===== src/rtl/spi_slave_core.sv =====
// -----------------------------------------------------------------------------
// spi_slave_core
//
// Purpose:
//   Parametrised SPI slave. SCLK, CS and MOSI are brought into the system
//   clock domain through synchroniser chains. Edges are detected on the
//   synchronised SCLK and turned into sample/shift strobes for the selected
//   CPOL/CPHA mode. Received words go to the fabric over a valid/ready
//   interface. Transmit words come from the fabric into a one-word holding
//   register. Several words can be exchanged back to back inside a single
//   CS frame.
//
// Ports:
//   clk          system clock; SCLK must run no faster than clk/8
//   reset        synchronous, active-high
//   tx_data      next word to transmit on MISO
//   tx_valid     tx_data is valid
//   tx_ready     holding register is empty and can accept tx_data
//   rx_data      last complete word received on MOSI
//   rx_valid     rx_data is valid; held until accepted with rx_ready
//   rx_ready     consumer accepts rx_data
//   rx_overrun   1-cycle pulse: a word completed while rx_valid was still set
//   tx_underrun  1-cycle pulse: a word started with nothing to send
//   frame_abort  1-cycle pulse: CS rose in the middle of a word
//   busy         synchronised CS is low (frame in progress)
//   sclk         SPI clock from the pad (asynchronous)
//   CS           chip select from the pad, active low (asynchronous)
//   MOSI         master-out data from the pad (asynchronous)
//   MISO         slave-out data to the pad; 0 whenever miso_oe is 0
//   miso_oe      MISO pad drive enable (1 = drive)
// -----------------------------------------------------------------------------
module spi_slave_core #(
    parameter int DATA_WIDTH  = 8,
    parameter bit CPOL        = 1'b0,
    parameter bit CPHA        = 1'b0,
    parameter bit LSB_FIRST   = 1'b1,
    parameter int SYNC_STAGES = 2
) (
    input  logic                  clk,
    input  logic                  reset,
    input  logic [DATA_WIDTH-1:0] tx_data,
    input  logic                  tx_valid,
    output logic                  tx_ready,
    output logic [DATA_WIDTH-1:0] rx_data,
    output logic                  rx_valid,
    input  logic                  rx_ready,
    output logic                  rx_overrun,
    output logic                  tx_underrun,
    output logic                  frame_abort,
    output logic                  busy,
    input  logic                  sclk,
    input  logic                  CS,
    input  logic                  MOSI,
    output logic                  MISO,
    output logic                  miso_oe
);

    localparam int CNT_W = $clog2(DATA_WIDTH);
    localparam logic [CNT_W-1:0] LAST_BIT = CNT_W'(DATA_WIDTH - 1);

    typedef enum logic {
        IDLE   = 1'b0,
        ACTIVE = 1'b1
    } state_t;

    // -------------------------------------------------------------------------
    // Synchronisers and the edge-detect stage
    // -------------------------------------------------------------------------
    logic [SYNC_STAGES-1:0] sclk_sync_q, sclk_sync_d;
    logic [SYNC_STAGES-1:0] cs_sync_q, cs_sync_d;
    logic [SYNC_STAGES-1:0] mosi_sync_q, mosi_sync_d;

    logic ss, cs_s, mosi_s;
    logic leading, trailing;

    logic sclk_prev_q, sclk_prev_d;
    logic cs_prev_q, cs_prev_d;
    logic sample_q, sample_d;
    logic shift_q, shift_d;
    logic cs_fall_q, cs_fall_d;
    logic cs_rise_q, cs_rise_d;
    logic mosi_bit_q, mosi_bit_d;

    assign ss     = sclk_sync_q[SYNC_STAGES-1];
    assign cs_s   = cs_sync_q[SYNC_STAGES-1];
    assign mosi_s = mosi_sync_q[SYNC_STAGES-1];

    // The strobes are registered once more after edge detection. Together
    // with the synchroniser depth, the core therefore acts SYNC_STAGES+2
    // clocks after a raw pad edge. MOSI travels alongside the strobes; the
    // master holds it stable for at least half an SCLK period.
    always_comb begin
        sclk_sync_d = {sclk_sync_q[SYNC_STAGES-2:0], sclk};
        cs_sync_d   = {cs_sync_q[SYNC_STAGES-2:0], CS};
        mosi_sync_d = {mosi_sync_q[SYNC_STAGES-2:0], MOSI};

        sclk_prev_d = ss;
        cs_prev_d   = cs_s;

        leading  = (sclk_prev_q == CPOL) && (ss != CPOL);
        trailing = (sclk_prev_q != CPOL) && (ss == CPOL);

        sample_d   = CPHA ? trailing : leading;
        shift_d    = CPHA ? leading : trailing;
        cs_fall_d  = cs_prev_q && !cs_s;
        cs_rise_d  = !cs_prev_q && cs_s;
        mosi_bit_d = mosi_s;
    end

    // -------------------------------------------------------------------------
    // Frame state, shifters, holding register and flags
    // -------------------------------------------------------------------------
    state_t                  state_q, state_d;
    logic [CNT_W-1:0]        bit_cnt_q, bit_cnt_d;
    logic [DATA_WIDTH-1:0]   rx_shift_q, rx_shift_d;
    logic [DATA_WIDTH-1:0]   rx_data_q, rx_data_d;
    logic                    rx_valid_q, rx_valid_d;
    logic                    rx_overrun_q, rx_overrun_d;
    logic                    tx_underrun_q, tx_underrun_d;
    logic                    frame_abort_q, frame_abort_d;
    logic [DATA_WIDTH-1:0]   hold_q, hold_d;
    logic                    hold_full_q, hold_full_d;
    logic [DATA_WIDTH-1:0]   tx_shift_q, tx_shift_d;
    logic                    miso_q, miso_d;
    logic                    miso_oe_q, miso_oe_d;

    logic                    do_load;
    logic [DATA_WIDTH-1:0]   load_word;

    function automatic logic first_bit(input logic [DATA_WIDTH-1:0] w);
        return LSB_FIRST ? w[0] : w[DATA_WIDTH-1];
    endfunction

    function automatic logic [DATA_WIDTH-1:0] shift_out(input logic [DATA_WIDTH-1:0] w);
        return LSB_FIRST ? {1'b0, w[DATA_WIDTH-1:1]} : {w[DATA_WIDTH-2:0], 1'b0};
    endfunction

    function automatic logic [DATA_WIDTH-1:0] shift_in(input logic [DATA_WIDTH-1:0] w,
                                                       input logic b);
        return LSB_FIRST ? {b, w[DATA_WIDTH-1:1]} : {w[DATA_WIDTH-2:0], b};
    endfunction

    // Next-state logic. A word load happens at frame start and after the
    // last sample of every word. The load takes the holding register if it
    // is full. Otherwise it takes tx_data directly when tx_valid is high that
    // cycle, and in that case the holding register write is cancelled. If
    // neither is available, zeros are sent and an underrun is flagged.
    // In CPHA=0 the first bit of a word must be on MISO before the first
    // sample edge, so it is driven at load time. The shift edge right after
    // a word's last sample (bit count back at 0) is then skipped.
    always_comb begin
        state_d       = state_q;
        bit_cnt_d     = bit_cnt_q;
        rx_shift_d    = rx_shift_q;
        rx_data_d     = rx_data_q;
        rx_valid_d    = rx_valid_q;
        rx_overrun_d  = 1'b0;
        tx_underrun_d = 1'b0;
        frame_abort_d = 1'b0;
        hold_d        = hold_q;
        hold_full_d   = hold_full_q;
        tx_shift_d    = tx_shift_q;
        miso_d        = miso_q;
        miso_oe_d     = miso_oe_q;
        do_load       = 1'b0;
        load_word     = '0;

        if (rx_valid_q && rx_ready) begin
            rx_valid_d = 1'b0;
        end

        if (tx_valid && !hold_full_q) begin
            hold_d      = tx_data;
            hold_full_d = 1'b1;
        end

        case (state_q)
            IDLE: begin
                if (cs_fall_q) begin
                    state_d    = ACTIVE;
                    bit_cnt_d  = '0;
                    rx_shift_d = '0;
                    miso_oe_d  = 1'b1;
                    do_load    = 1'b1;
                end
            end
            ACTIVE: begin
                if (cs_rise_q) begin
                    state_d   = IDLE;
                    bit_cnt_d = '0;
                    miso_d    = 1'b0;
                    miso_oe_d = 1'b0;
                    if (bit_cnt_q != '0) begin
                        frame_abort_d = 1'b1;
                    end
                end else begin
                    if (sample_q) begin
                        rx_shift_d = shift_in(rx_shift_q, mosi_bit_q);
                        if (bit_cnt_q == LAST_BIT) begin
                            bit_cnt_d    = '0;
                            rx_data_d    = rx_shift_d;
                            rx_valid_d   = 1'b1;
                            rx_overrun_d = rx_valid_q && !rx_ready;
                            do_load      = 1'b1;
                        end else begin
                            bit_cnt_d = bit_cnt_q + CNT_W'(1);
                        end
                    end
                    if (shift_q && (CPHA || (bit_cnt_q != '0))) begin
                        miso_d     = first_bit(tx_shift_q);
                        tx_shift_d = shift_out(tx_shift_q);
                    end
                end
            end
            default: begin
                state_d = IDLE;
            end
        endcase

        if (do_load) begin
            if (hold_full_q) begin
                load_word   = hold_q;
                hold_full_d = 1'b0;
            end else if (tx_valid) begin
                load_word   = tx_data;
                hold_full_d = 1'b0;
            end else begin
                tx_underrun_d = 1'b1;
            end
            if (CPHA) begin
                tx_shift_d = load_word;
            end else begin
                miso_d     = first_bit(load_word);
                tx_shift_d = shift_out(load_word);
            end
        end
    end

    always_ff @(posedge clk) begin
        if (reset) begin
            sclk_sync_q   <= {SYNC_STAGES{CPOL}};
            cs_sync_q     <= {SYNC_STAGES{1'b1}};
            mosi_sync_q   <= '0;
            sclk_prev_q   <= CPOL;
            cs_prev_q     <= 1'b1;
            sample_q      <= 1'b0;
            shift_q       <= 1'b0;
            cs_fall_q     <= 1'b0;
            cs_rise_q     <= 1'b0;
            mosi_bit_q    <= 1'b0;
            state_q       <= IDLE;
            bit_cnt_q     <= '0;
            rx_shift_q    <= '0;
            rx_data_q     <= '0;
            rx_valid_q    <= 1'b0;
            rx_overrun_q  <= 1'b0;
            tx_underrun_q <= 1'b0;
            frame_abort_q <= 1'b0;
            hold_q        <= '0;
            hold_full_q   <= 1'b0;
            tx_shift_q    <= '0;
            miso_q        <= 1'b0;
            miso_oe_q     <= 1'b0;
        end else begin
            sclk_sync_q   <= sclk_sync_d;
            cs_sync_q     <= cs_sync_d;
            mosi_sync_q   <= mosi_sync_d;
            sclk_prev_q   <= sclk_prev_d;
            cs_prev_q     <= cs_prev_d;
            sample_q      <= sample_d;
            shift_q       <= shift_d;
            cs_fall_q     <= cs_fall_d;
            cs_rise_q     <= cs_rise_d;
            mosi_bit_q    <= mosi_bit_d;
            state_q       <= state_d;
            bit_cnt_q     <= bit_cnt_d;
            rx_shift_q    <= rx_shift_d;
            rx_data_q     <= rx_data_d;
            rx_valid_q    <= rx_valid_d;
            rx_overrun_q  <= rx_overrun_d;
            tx_underrun_q <= tx_underrun_d;
            frame_abort_q <= frame_abort_d;
            hold_q        <= hold_d;
            hold_full_q   <= hold_full_d;
            tx_shift_q    <= tx_shift_d;
            miso_q        <= miso_d;
            miso_oe_q     <= miso_oe_d;
        end
    end

    assign tx_ready    = !hold_full_q;
    assign rx_data     = rx_data_q;
    assign rx_valid    = rx_valid_q;
    assign rx_overrun  = rx_overrun_q;
    assign tx_underrun = tx_underrun_q;
    assign frame_abort = frame_abort_q;
    assign busy        = (state_q == ACTIVE);
    assign MISO        = miso_q;
    assign miso_oe     = miso_oe_q;

endmodule


===== config.mk =====
export PLATFORM = sky130hd
export DESIGN_NAME = spi_slave_core
export DESIGN_NICKNAME = d
export VERILOG_FILES = /design/src/rtl/spi_slave_core.sv
export SDC_FILE = /design/constraint.sdc
export NUM_CORES = 1
export LEC_CHECK = 0
export CORE_MARGIN = 2
export CORE_UTILIZATION = 40
export DETAILED_ROUTE_END_ITERATION = 16
export PLACE_DENSITY = 0.73
export SLEW_MARGIN = 40
export SYNTH_ARGS = -nofsm -noshare
export SYNTH_HDL_FRONTEND = slang
export SYNTH_SLANG_ARGS = --single-unit

===== constraint.sdc =====
create_clock -name clk -period 2 [get_ports clk]
set_clock_uncertainty 0.05 [all_clocks]
set_input_delay 0.3 -clock clk [delete_from_list [all_inputs] [get_ports clk]]
set_output_delay 0.3 -clock clk [all_outputs]
set_load 0.01 [all_outputs]

==> metrics <==
Leak 0.930 nW; total global routing track utilization approximately 16%; drt drc 0; Vias/cell between 5 and 6; Seq pwr share 61.7%; min-delay src sclk_prev_q$_SDFF_PP0_; reg2reg end tx_shift_q[0]$_SDFFE_PP0P_; DRT Wirelength ~4300 um; n_diodes 0; CTS root buf clkbuf_8; fin crit period 1.89 ns; Final Cycle Share 94.3%; dpl hpwl 2950 um; H-tree levels 2; total CTS buffers 5; nets 285; CP top delay family buffers and inverters; DR vias 1760; RSZ-0062 raised after global routing yes; Sw Share 22.4%; CTS Buffer Depth 2; Syn Nets 252; Initial Util slightly above 40%; Hold Crit Endpoint sample_q$_SDFF_PP0_; Initial DRC Count 211; Final Hold Fails 0; antenna violations before repair 0; max-cap violation count 0; number of global-route vias before repair 1634; final core utilization 50.5%; Net Sw Power roughly 0.40 mW; core region area approximately 5000 um2; combined area of the multi-input logic cells around 900 um2; combinational share of power 7.0%; status complete, no violations; final setup fails 0; die height 76.2 um; Peak Freq between 500 and 600 MHz; hold path cells 1; routed length per placed instance 12.7 um; Clock transition at path regs 0.09 ns; die area 5810 um2; Pwr per Cell Area 703 nW/um2; routability cong. 0.842; Post-synth ARST share 0%; largest net degree at the start of global routing between 40 and 50; overall power 1.80 mW; crit path cell chain buf_4 -> clkdlybuf4s50_1; cell area after layout 2560 um2; data arrival time of the worst path 1.54 ns; Max rail drop VDD 422 uV; global-route wire length before repair 7480 um; I/O Buffers 30; Critical Path Start Type register; Seq/Total Area, Yosys 51.8%; GR Overflow Total 0; Crit. End Element output pin; FF-to-FF Start bit_cnt_q[0]$_SDFFE_PP0P_; layout cells sized above 1 9.74%; Cell Area, Placed about 2500 um2; Routed Antenna Nets 0; crit-path max FO 10; Register Area 1080 um2; relative slew slack 61.4%; Mapped Cells 234; Buf+Inv Stages, Crit Path 2; post-synthesis average cell area about 9 um2; site row count 26; count of flip-flops with a built-in enable after synthesis 0; Worst-Margin Slew 0.576 ns; Clock Power Share 31.2%; r2r worst-path depth 7; DIE WIDTH 76.2 um; Crit Path Category register to output pin; R2R Setup Slk 0.12 ns; Placed Cells 329; max incr delay on CP 0.54 ns; drt first pass iters 7; TritonCTS clock tree built; Filler cells 503; Pint 1.40 mW; Sink Count 54; Synth Flop Type dfxtp_1; commonest non-fill, non-tap cells in the layout 52 x dfxtp_1, 48 x nand2_1, 30 x clkdlybuf4s50_1; most common cell after layout, fill and taps aside dfxtp_1; Skew-Pair Late Insertion Delay 0.30 ns; Yosys cell types 35; HP Class register to register; Worst Path Required 1.65 ns; slowest CP cell clkdlybuf4s50_1; io pins 31; post-synthesis register bit count 54; CTS Hold Bufs 0; Area Growth Syn to Fin 22.8%; post-route insts no fill between 300 and 400; Final Slew Violations 0; Mapped Area 2090 um2; Synth Warn # 0
[cell type report]
cell class              instances  area share, %
well taps                      70           3.42
flip-flops and latches         54           42.3
multi-input cells             157           35.1
inverters                       7           1.03
repair buffers                 42           15.2
clock buffers                   7           2.98
[timing repair]
item | in CTS | in global routing
gates resized for setup | 0 | 3
setup endpoints to repair | 0 | 8
setup buffers | 0 | 1
[state kept, by name, indices dropped and copies added (netlist names), 2 cells and up]
signal / cells
rx_shift_q: 7
hold_q: 8
cs_sync_q: 2
rx_data: 8
bit_cnt_q: 3
sclk_sync_q: 2
tx_shift_q: 7
mosi_sync_q: 2
[cell usage after synthesis, drive strengths merged, types with 7 or more instances]
| library cell | number | area (um2) |
|---|---|---|
| dfxtp | 54 | 1080 |
| nand2 | 48 | 180 |
| a21oi | 28 | 140 |
| nor2 | 10 | 40.0 |
| clkbuf | 9 | 35.0 |
| nor2b | 9 | 56.3 |
| buf | 7 | 47.5 |
| inv | 7 | 26.3 |
| nand3 | 7 | 35.0 |
| o31ai | 7 | 57.6 |
[layer usage]
layer	up-vias	global-route usage, %	wire length, um
met5	-	0	0
met4	0	5.64	68
met3	8	4.74	226
met2	52	25.2	2050
met1	825	20.0	1930
li1	875	-	-
[power by group through the flow]
stage / combinational, mW / clock [mW] / sequential, mW
after CTS: 0.127 / 0.579 / 1.11
after global placement: 0.124 / 0 / 1.14
after global routing: 0.138 / 0.616 / 1.12
final: 0.127 / 0.563 / 1.11
after detailed placement: 0.126 / 0 / 1.14
after floorplan: 0.0709 / 0 / 1.13
[stage by stage]
step / hold slack, ns / setup TNS [ns] / setup WS (ns)
6_report: 0.362 / 0 / 0.113
5_1_grt: 0.377 / -0.0000846 / -0.0000846
4_1_cts: 0.361 / 0 / 0.0297
3_5_place_dp: 0.349 / 0 / 0.0442
3_3_place_gp: 0.342 / 0 / 0.0706
2_1_floorplan: 0.333 / 0 / 0.204
[cell families after synthesis]
kind of cell | count (synthesis) | share of synthesized area [%]
AND/OR/NAND/NOR | 96 | 22.3
flip-flops | 54 | 51.8
adder cells (fa/ha/maj) | 3 | 1.80
buffers and inverters | 23 | 5.22
AO/OA/AOI/OAI | 58 | 18.9
[how the worst max path moves through the flow]
| stage | start | endpoint | slack [ns] | cells after the start |
|---|---|---|---|---|
| 3_3_place_gp | bit_cnt_q[0]$_SDFFE_PP0P_ | tx_shift_q[0]$_SDFFE_PP0P_ | 0.07 | 6 |
| 4_1_cts | bit_cnt_q[0]$_SDFFE_PP0P_ | tx_shift_q[0]$_SDFFE_PP0P_ | 0.03 | 7 |
| 3_5_place_dp | tx_valid | tx_shift_q[0]$_SDFFE_PP0P_ | 0.04 | 6 |
| 6_report | busy$_SDFF_PP0_ | busy | 0.11 | 2 |
| 2_1_floorplan | bit_cnt_q[0]$_SDFFE_PP0P_ | MISO$_SDFFE_PP0P_ | 0.20 | 8 |
| 5_1_grt | bit_cnt_q[0]$_SDFFE_PP0P_ | tx_shift_q[0]$_SDFFE_PP0P_ | -0.00008 | 6 |
(Power assumes the default switching activity.)
